[src/rtl/clint_pkg.sv]
// ---------------------------------------------------------------------------
// clint_pkg
// Shared definitions for the core-local interruptor (CLINT):
//   - data/strobe widths of the AXI4-Lite port
//   - register offsets for msip, mtimecmp and mtime
//   - AXI response code used for every response
//   - register selector enum, word-address decoder and byte-strobe merge helper
// ---------------------------------------------------------------------------
package clint_pkg;

    localparam int unsigned CLINT_DATA_W = 64;
    localparam int unsigned CLINT_STRB_W = CLINT_DATA_W / 8;

    localparam logic [15:0] CLINT_MSIP_OFS     = 16'h0000;
    localparam logic [15:0] CLINT_MTIMECMP_OFS = 16'h4000;
    localparam logic [15:0] CLINT_MTIME_OFS    = 16'hBFF8;

    localparam logic [1:0] AXI_RESP_OKAY = 2'b00;

    typedef enum logic [1:0] {
        REG_NONE     = 2'd0,
        REG_MSIP     = 2'd1,
        REG_MTIMECMP = 2'd2,
        REG_MTIME    = 2'd3
    } clintReg_e;

    // Decodes a 64-bit word offset (address bits [15:3]) to a register.
    function automatic clintReg_e decodeWord(input logic [12:0] word);
        clintReg_e sel;
        sel = REG_NONE;
        if (word == CLINT_MSIP_OFS[15:3]) begin
            sel = REG_MSIP;
        end else if (word == CLINT_MTIMECMP_OFS[15:3]) begin
            sel = REG_MTIMECMP;
        end else if (word == CLINT_MTIME_OFS[15:3]) begin
            sel = REG_MTIME;
        end
        return sel;
    endfunction

    // Replaces the bytes of oldVal selected by strb with the bytes of newVal.
    function automatic logic [CLINT_DATA_W-1:0] mergeStrb(
        input logic [CLINT_DATA_W-1:0] oldVal,
        input logic [CLINT_DATA_W-1:0] newVal,
        input logic [CLINT_STRB_W-1:0] strb
    );
        logic [CLINT_DATA_W-1:0] res;
        res = oldVal;
        for (int b = 0; b < int'(CLINT_STRB_W); b++) begin
            if (strb[b]) begin
                res[b*8 +: 8] = newVal[b*8 +: 8];
            end
        end
        return res;
    endfunction

endpackage

[src/rtl/clint_timer.sv]
// ---------------------------------------------------------------------------
// clint_timer
// Free-running 64-bit mtime counter with byte-strobe write, optional tick
// prescaler and the registered machine timer interrupt compare.
//
// Optional feature macro: CLINT_RTC_DIV_EN
//   defined   : a 16-bit prescaler produces one tick every RTC_DIV clocks
//   undefined : mtime advances on every clock, RTC_DIV is unused
//
// Ports:
//   clk_i        system clock, rising edge
//   rst_ni       asynchronous active-low reset
//   mtimeWe_i    write strobe for mtime (already decoded by the AXI side)
//   wData_i      write data
//   wStrb_i      byte-write enables
//   mtimecmp_i   current mtimecmp register value
//   mtime_o      current mtime value
//   mti_o        machine timer interrupt, registered (mtime >= mtimecmp)
// ---------------------------------------------------------------------------
module clint_timer
    import clint_pkg::*;
#(
    parameter int unsigned RTC_DIV = 100
) (
    input  logic                    clk_i,
    input  logic                    rst_ni,
    input  logic                    mtimeWe_i,
    input  logic [CLINT_DATA_W-1:0] wData_i,
    input  logic [CLINT_STRB_W-1:0] wStrb_i,
    input  logic [CLINT_DATA_W-1:0] mtimecmp_i,
    output logic [CLINT_DATA_W-1:0] mtime_o,
    output logic                    mti_o
);

    logic                    tick;
    logic [CLINT_DATA_W-1:0] mtime_q;
    logic [CLINT_DATA_W-1:0] mtime_d;
    logic [CLINT_DATA_W-1:0] mtimeInc;
    logic                    mti_q;

`ifdef CLINT_RTC_DIV_EN
    localparam logic [15:0] DivLast = 16'(RTC_DIV - 1);

    logic [15:0] prescale_q;
    logic [15:0] prescale_d;

    // Prescaler counts 0..RTC_DIV-1; the tick is the reload cycle.
    // Any mtime write restarts the count so the next tick is a full period away.
    always_comb begin
        tick       = 1'b0;
        prescale_d = prescale_q + 16'd1;
        if (prescale_q == DivLast) begin
            tick       = 1'b1;
            prescale_d = '0;
        end
        if (mtimeWe_i) begin
            prescale_d = '0;
        end
    end

    always_ff @(posedge clk_i or negedge rst_ni) begin
        if (!rst_ni) begin
            prescale_q <= '0;
        end else begin
            prescale_q <= prescale_d;
        end
    end
`else
    logic unusedRtcDiv;
    assign unusedRtcDiv = ^RTC_DIV;
    assign tick         = 1'b1;
`endif

    // A write landing on a tick edge merges over the incremented value, so
    // unwritten bytes still carry the increment.
    always_comb begin
        mtimeInc = tick ? (mtime_q + 64'd1) : mtime_q;
        mtime_d  = mtimeInc;
        if (mtimeWe_i) begin
            mtime_d = mergeStrb(mtimeInc, wData_i, wStrb_i);
        end
    end

    always_ff @(posedge clk_i or negedge rst_ni) begin
        if (!rst_ni) begin
            mtime_q <= '0;
        end else begin
            mtime_q <= mtime_d;
        end
    end

    // Compare on the registered values; the interrupt lags the condition by one cycle.
    always_ff @(posedge clk_i or negedge rst_ni) begin
        if (!rst_ni) begin
            mti_q <= 1'b0;
        end else begin
            mti_q <= (mtime_q >= mtimecmp_i);
        end
    end

    assign mtime_o = mtime_q;
    assign mti_o   = mti_q;

endmodule

[src/rtl/axi_clint.sv]
// ---------------------------------------------------------------------------
// axi_clint
// AXI4-Lite responder for the RISC-V core-local interruptor. Holds msip and
// mtimecmp, hosts the mtime timer (clint_timer) and drives MSI / MTI.
//
// Optional feature macro: CLINT_RTC_DIV_EN (tick prescaler inside clint_timer).
//
// Ports:
//   CLK, RSTn               clock (rising edge) and async active-low reset
//   CLINT_AXI_AW*           write address channel, address bits [15:3] decoded
//   CLINT_AXI_W*            write data channel with byte strobes
//   CLINT_AXI_B*            write response, always OKAY
//   CLINT_AXI_AR*           read address channel, address bits [15:3] decoded
//   CLINT_AXI_R*            read data channel, always OKAY
//   MSI                     machine software interrupt (msip bit 0)
//   MTI                     machine timer interrupt (registered compare)
// ---------------------------------------------------------------------------
module axi_clint
    import clint_pkg::*;
#(
    parameter int unsigned RTC_DIV = 100
) (
    input  logic                    CLK,
    input  logic                    RSTn,
    input  logic [63:0]             CLINT_AXI_AWADDR,
    input  logic                    CLINT_AXI_AWVALID,
    output logic                    CLINT_AXI_AWREADY,
    input  logic [CLINT_DATA_W-1:0] CLINT_AXI_WDATA,
    input  logic [CLINT_STRB_W-1:0] CLINT_AXI_WSTRB,
    input  logic                    CLINT_AXI_WVALID,
    output logic                    CLINT_AXI_WREADY,
    output logic [1:0]              CLINT_AXI_BRESP,
    output logic                    CLINT_AXI_BVALID,
    input  logic                    CLINT_AXI_BREADY,
    input  logic [63:0]             CLINT_AXI_ARADDR,
    input  logic                    CLINT_AXI_ARVALID,
    output logic                    CLINT_AXI_ARREADY,
    output logic [CLINT_DATA_W-1:0] CLINT_AXI_RDATA,
    output logic [1:0]              CLINT_AXI_RRESP,
    output logic                    CLINT_AXI_RVALID,
    input  logic                    CLINT_AXI_RREADY,
    output logic                    MSI,
    output logic                    MTI
);

    logic                    awFull_q;
    logic [12:0]             awAddr_q;
    logic                    wFull_q;
    logic [CLINT_DATA_W-1:0] wData_q;
    logic [CLINT_STRB_W-1:0] wStrb_q;
    logic                    bValid_q;
    logic                    rValid_q;
    logic [CLINT_DATA_W-1:0] rData_q;
    logic                    msip_q;
    logic [CLINT_DATA_W-1:0] mtimecmp_q;

    logic                    awHs;
    logic                    wHs;
    logic                    arHs;
    logic                    doWrite;
    logic [12:0]             wrWord;
    logic [CLINT_DATA_W-1:0] wrData;
    logic [CLINT_STRB_W-1:0] wrStrb;
    clintReg_e               wrReg;
    logic                    mtimeWe;
    logic [CLINT_DATA_W-1:0] mtime;
    logic [CLINT_DATA_W-1:0] rdMux;
    logic                    unusedAddrBits;

    assign unusedAddrBits = ^{CLINT_AXI_AWADDR[63:16], CLINT_AXI_AWADDR[2:0],
                              CLINT_AXI_ARADDR[63:16], CLINT_AXI_ARADDR[2:0]};

    // Ready outputs are gated with RSTn so they read 0 while in reset.
    assign CLINT_AXI_AWREADY = RSTn && !awFull_q && !bValid_q;
    assign CLINT_AXI_WREADY  = RSTn && !wFull_q && !bValid_q;
    assign CLINT_AXI_ARREADY = RSTn && !rValid_q;

    assign awHs = CLINT_AXI_AWVALID && CLINT_AXI_AWREADY;
    assign wHs  = CLINT_AXI_WVALID && CLINT_AXI_WREADY;
    assign arHs = CLINT_AXI_ARVALID && CLINT_AXI_ARREADY;

    // The write commits on the edge where both halves are available, taking
    // each half from its holding register or straight from the bus if it is
    // being accepted this cycle. This keeps back-to-back writes at 2 cycles.
    assign doWrite = (awFull_q || awHs) && (wFull_q || wHs);
    assign wrWord  = awFull_q ? awAddr_q : CLINT_AXI_AWADDR[15:3];
    assign wrData  = wFull_q ? wData_q : CLINT_AXI_WDATA;
    assign wrStrb  = wFull_q ? wStrb_q : CLINT_AXI_WSTRB;
    assign wrReg   = decodeWord(wrWord);
    assign mtimeWe = doWrite && (wrReg == REG_MTIME);

    // Write holding registers and write response.
    always_ff @(posedge CLK or negedge RSTn) begin
        if (!RSTn) begin
            awFull_q <= 1'b0;
            awAddr_q <= '0;
            wFull_q  <= 1'b0;
            wData_q  <= '0;
            wStrb_q  <= '0;
            bValid_q <= 1'b0;
        end else begin
            if (awHs) begin
                awAddr_q <= CLINT_AXI_AWADDR[15:3];
            end
            if (wHs) begin
                wData_q <= CLINT_AXI_WDATA;
                wStrb_q <= CLINT_AXI_WSTRB;
            end
            awFull_q <= (awFull_q || awHs) && !doWrite;
            wFull_q  <= (wFull_q || wHs) && !doWrite;
            if (doWrite) begin
                bValid_q <= 1'b1;
            end else if (bValid_q && CLINT_AXI_BREADY) begin
                bValid_q <= 1'b0;
            end
        end
    end

    // Software-interrupt and timer-compare registers; msip only listens to byte 0.
    always_ff @(posedge CLK or negedge RSTn) begin
        if (!RSTn) begin
            msip_q     <= 1'b0;
            mtimecmp_q <= '1;
        end else if (doWrite) begin
            if (wrReg == REG_MSIP && wrStrb[0]) begin
                msip_q <= wrData[0];
            end
            if (wrReg == REG_MTIMECMP) begin
                mtimecmp_q <= mergeStrb(mtimecmp_q, wrData, wrStrb);
            end
        end
    end

    // Read mux sees pre-write values, so a read racing a write gets the old data.
    always_comb begin
        rdMux = '0;
        case (decodeWord(CLINT_AXI_ARADDR[15:3]))
            REG_MSIP:     rdMux = {{(CLINT_DATA_W-1){1'b0}}, msip_q};
            REG_MTIMECMP: rdMux = mtimecmp_q;
            REG_MTIME:    rdMux = mtime;
            default:      rdMux = '0;
        endcase
    end

    // Read data channel: capture on AR handshake, hold until RREADY.
    always_ff @(posedge CLK or negedge RSTn) begin
        if (!RSTn) begin
            rValid_q <= 1'b0;
            rData_q  <= '0;
        end else if (arHs) begin
            rValid_q <= 1'b1;
            rData_q  <= rdMux;
        end else if (rValid_q && CLINT_AXI_RREADY) begin
            rValid_q <= 1'b0;
        end
    end

    clint_timer #(
        .RTC_DIV (RTC_DIV)
    ) u_timer (
        .clk_i      (CLK),
        .rst_ni     (RSTn),
        .mtimeWe_i  (mtimeWe),
        .wData_i    (wrData),
        .wStrb_i    (wrStrb),
        .mtimecmp_i (mtimecmp_q),
        .mtime_o    (mtime),
        .mti_o      (MTI)
    );

    assign CLINT_AXI_BVALID = bValid_q;
    assign CLINT_AXI_BRESP  = AXI_RESP_OKAY;
    assign CLINT_AXI_RVALID = rValid_q;
    assign CLINT_AXI_RDATA  = rData_q;
    assign CLINT_AXI_RRESP  = AXI_RESP_OKAY;
    assign MSI              = msip_q;

endmodule

[config.mk]
export PLATFORM = sky130hd
export DESIGN_NAME = axi_clint
export DESIGN_NICKNAME = d
export VERILOG_FILES = /design/src/rtl/clint_pkg.sv /design/src/rtl/clint_timer.sv /design/src/rtl/axi_clint.sv
export SDC_FILE = /design/constraint.sdc
export NUM_CORES = 1
export LEC_CHECK = 0
export ABC_AREA = 1
export BUFFER_PORTS_ARGS = -buffer_cell sky130_fd_sc_hd__buf_2
export CAP_MARGIN = 25
export CORE_MARGIN = 3
export CORE_UTILIZATION = 45
export CTS_CLUSTER_DIAMETER = 30
export CTS_CLUSTER_SIZE = 20
export DETAILED_ROUTE_END_ITERATION = 16
export PLACE_DENSITY = 0.72
export SLEW_MARGIN = 10
export SYNTH_ARGS = -nofsm -noshare
export SYNTH_HDL_FRONTEND = slang
export SYNTH_SLANG_ARGS = --single-unit
[constraint.sdc]
create_clock -name CLK -period 5.6 [get_ports CLK]
set_input_delay 0.56 -clock CLK [delete_from_list [all_inputs] [get_ports CLK]]
set_output_delay 0.56 -clock CLK [all_outputs]
set_load 0.005 [all_outputs]
==> summary.md <==
| Metric | Value |
|---|---|
| Status | `finished clean` |
| Die ar. | `0.0399 mm2` |
| Fin nets | `2,878` |
| Die Ht | `200 um` |
| Htree depth | `3` |
| Synth cell types | `35` |
| Startpoint class of the critical path | `input pin` |
| GPL Wtd Cong | `1.06` |
| Total Power | `8.24 mW` |
| Routed Antenna Nets | `0` |
| CP peak stage delay | `570 ps` |
| Worst EP required | `6100 ps` |
| Final Cycle Share | `65.5%` |
| Crit path top cell by count | `nand2_1` |
| Synth Area per Inst | `6.98 um2` |
| Slew Limit Fails | `0` |
| Async set or reset register ratio after synthesis | `100%` |
| Uppermost routed layer | `met4` |
| Hold Crit Class | `in2reg` |
| Top post-synthesis cells by area | `dfrtp_1, nand2_1, dfstp_2, o21ai_0, inv_1` |
| Largest net degree at the start of global routing | `83` |
| Tmin final | `3670 ps` |
| Most frequent cells in the layout | `nand2_1, inv_1, o21ai_0, dfrtp_1, buf_2` |
| Sequential-to-total area share from yosys stat | `42.4%` |
| Number of synthesized flops with an enable pin | `0` |
| Setup TNS Final | `0 ps` |
| Post-Place Setup Slack | `2040 ps` |
| WL per Instance | `17.9 um` |
| Die width | `200 um` |
| Worst-path fanout max | `71` |
| Commonest non-fill, non-tap cell in the layout | `nand2_1` |
| Mapped Cells | `2,422` |
| Setup violations, final | `0` |
| Total CTS buffers | `74` |
| Relative slew slack | `33.9%` |
| Vias in the first global route | `16,000` |
| CP endpoint kind | `flop` |
| Vias per inst | `5.32` |
| Final Skew | `21.9 ps` |
| Routed wl met3 | `4450 um` |
| RSZ-0062 raised after global routing | `false` |
| Filler cells | `3,532` |
| Critical-path top delay cell | `dlygate4sd3_1` |
| Met2 WL | `24,300 um` |
| Antenna cells | `0` |
| Total gr overflow | `0` |
| Vias post-DR | `16,700` |
| Area Overhead vs Synth | `23.0%` |
| Met1 wire length | `25,800 um` |
| Core Box Area | `0.0368 mm2` |
| Slew at the pin with the worst max-slew slack | `981 ps` |
| Clk sinks | `283` |
| First-pass GRT wire length | `87,600 um` |
| DR iter-0 viols | `1,523` |
| Final std cells w/o fill | `3,135` |
| Worst skew pair latency | `580 ps` |
| Hold slack final | `156 ps` |
| Seq cells post-synth | `283` |
| Total GRT Usage | `28.3%` |
| IO Port Bufs | `175` |
| Cell taking the most area after synthesis | `dfrtp_1` |
| Pwr dens | `396 mW/mm2` |
| CTS clk-pin slew, worst paths | `40 ps` |
| Setup ws final | `1930 ps` |
| Row count | `70` |
| Detail Placement HPWL | `41,800 um` |
| Clock tree buffer depth | `3` |
| Cell area after synthesis | `0.0169 mm2` |
| CTS Root Cell | `clkbuf_16` |
| WP data arrival | `4170 ps` |
| IO Pins | `282` |
| CP Cell Sequence | `dlygate4sd3_1, buf_8, inv_1, nor3_1, nand2_2, nand2_1, nand2_1, inv_2, nand3_2, clkinv_1, buf_4, nand3_1, nand2_1` |
| Number of maximum-capacitance violations | `0` |
| Remaining DRCs | `0` |
| Initial core utilization | `46.0%` |
| Worst setup path class | `in2reg` |
| Main synth FF type | `dfrtp_1` |
| Peak Freq | `273 MHz` |
| VDD IR max | `0.288 mV` |
| Placed Cells | `2,995` |
| Yosys warnings | `0` |
| Leakage | `10.6 nW` |
| Final Routed Wirelength | `56,300 um` |
| First-pass detailed-route iteration total | `7` |
| Initial antenna violation count | `0` |
| Yosys top cell area share | `32.4%` |
| Final Hold Violating Endpoints | `0` |
| # Post-CTS Setup Buffers | `0` |
| CTS tree | `built` |
| Share of cells above drive strength 1 | `15.7%` |
==> through the flow <==
step | instance area (um2) | utilization (%)
after floorplan | 16900 | -
after global placement | 18200 | 49.4
after detailed placement | 18200 | 49.4
after CTS | 20800 | 56.4
after global routing | 20800 | 56.6
final | 20800 | 56.6
==> path summary, 6_finish.rpt <==
path                       slack (ps)  cells after the start                           start                              to
max in group asynchronous        3050                      5                            RSTn      mtimecmp_q[11]$_DFFE_PN1P_
max reg2reg                      2150                      9              awFull_q$_DFF_PN0_      mtimecmp_q[42]$_DFFE_PN1P_
max                              1930                     13                            RSTn   u_timer.mtime_o[62]$_DFF_PN0_
min in group asynchronous         540                      2                            RSTn   u_timer.mtime_o[43]$_DFF_PN0_
min reg2reg                       470                      2  CLINT_AXI_RDATA[2]$_DFFE_PN0P_  CLINT_AXI_RDATA[2]$_DFFE_PN0P_
min                               160                      2                CLINT_AXI_BREADY    CLINT_AXI_BVALID$_DFFE_PN0P_
==> layer usage <==
metal / global-route usage [%] / vias to the layer above
met3: 5.74 / 107
li1: - / 8104
met4: 10.3 / 0
met2: 42.4 / 661
met5: 0 / -
met1: 40.8 / 7813
==> worst max-delay path: cells and delay by family <==
kind	cells	cell delay (ps)
AND/OR/NAND/NOR	7	1440
buffers and inverters	6	2040
==> state kept, by name, summed over array words and instances, names as in the netlist, 8 cells and up <==
register and cells:
wStrb_q 8, CLINT_AXI_RDATA 64, wData_q 64, awAddr_q 13, mtimecmp_q 64, u_timer.mtime_o 64
==> kinds of logic (layout without fill, tap and decap cells) <==
family,count (synthesis),after routing,synth area share (%)
mux,7,7,0.466
flops,283,283,42.4
other cells,1,4,0.0222
compound gates,270,270,8.10
xor+xnor,36,36,1.86
fa+ha+maj,65,65,4.81
buf+inv,361,603,8.36
simple gates,1399,1399,34.0
==> cell type report <==
| class | instances | area, um2 | area share (%) |
|---|---|---|---|
| clock buffers | 95 | 2020 | 9.73 |
| well taps | 468 | 586 | 2.81 |
| inverters | 262 | 983 | 4.73 |
| clock inverters | 42 | 546 | 2.62 |
| multi-input cells | 1781 | 8360 | 40.2 |
| flip-flops and latches | 283 | 7170 | 34.4 |
| repair buffers | 204 | 1140 | 5.47 |
==> what timing repair did <==
action | CTS | global route
hold buffers | 1 | 0
endpoints found under the hold margin | 57 | 0
resized for setup | 0 | 0
==> power by group <==
part           leakage, nW  internal (mW)  switching, mW  total (mW)
combinational         5.82          0.378          0.924        1.30
clock                 1.25           3.05           1.29        4.33
sequential            3.49           2.37          0.236        2.60
==> cells in the mapped netlist, types with 2 or more instances <==
| cell | instances |
|---|---|
| a21o_1 | 4 |
| a21oi_1 | 30 |
| buf_1 | 8 |
| buf_2 | 22 |
| buf_4 | 6 |
| clkbuf_1 | 62 |
| dfrtp_1 | 219 |
| dfstp_2 | 64 |
| ha_1 | 65 |
| inv_1 | 260 |
| mux2_2 | 7 |
| nand2_1 | 972 |
| nand3_1 | 103 |
| nand3_2 | 2 |
| nand4_1 | 112 |
| nor2_1 | 173 |
| nor3_1 | 21 |
| o21ai_0 | 223 |
| o21ai_1 | 10 |
| o21bai_1 | 2 |
| or2_2 | 8 |
| xor2_1 | 36 |
(Power assumes the default switching activity.)
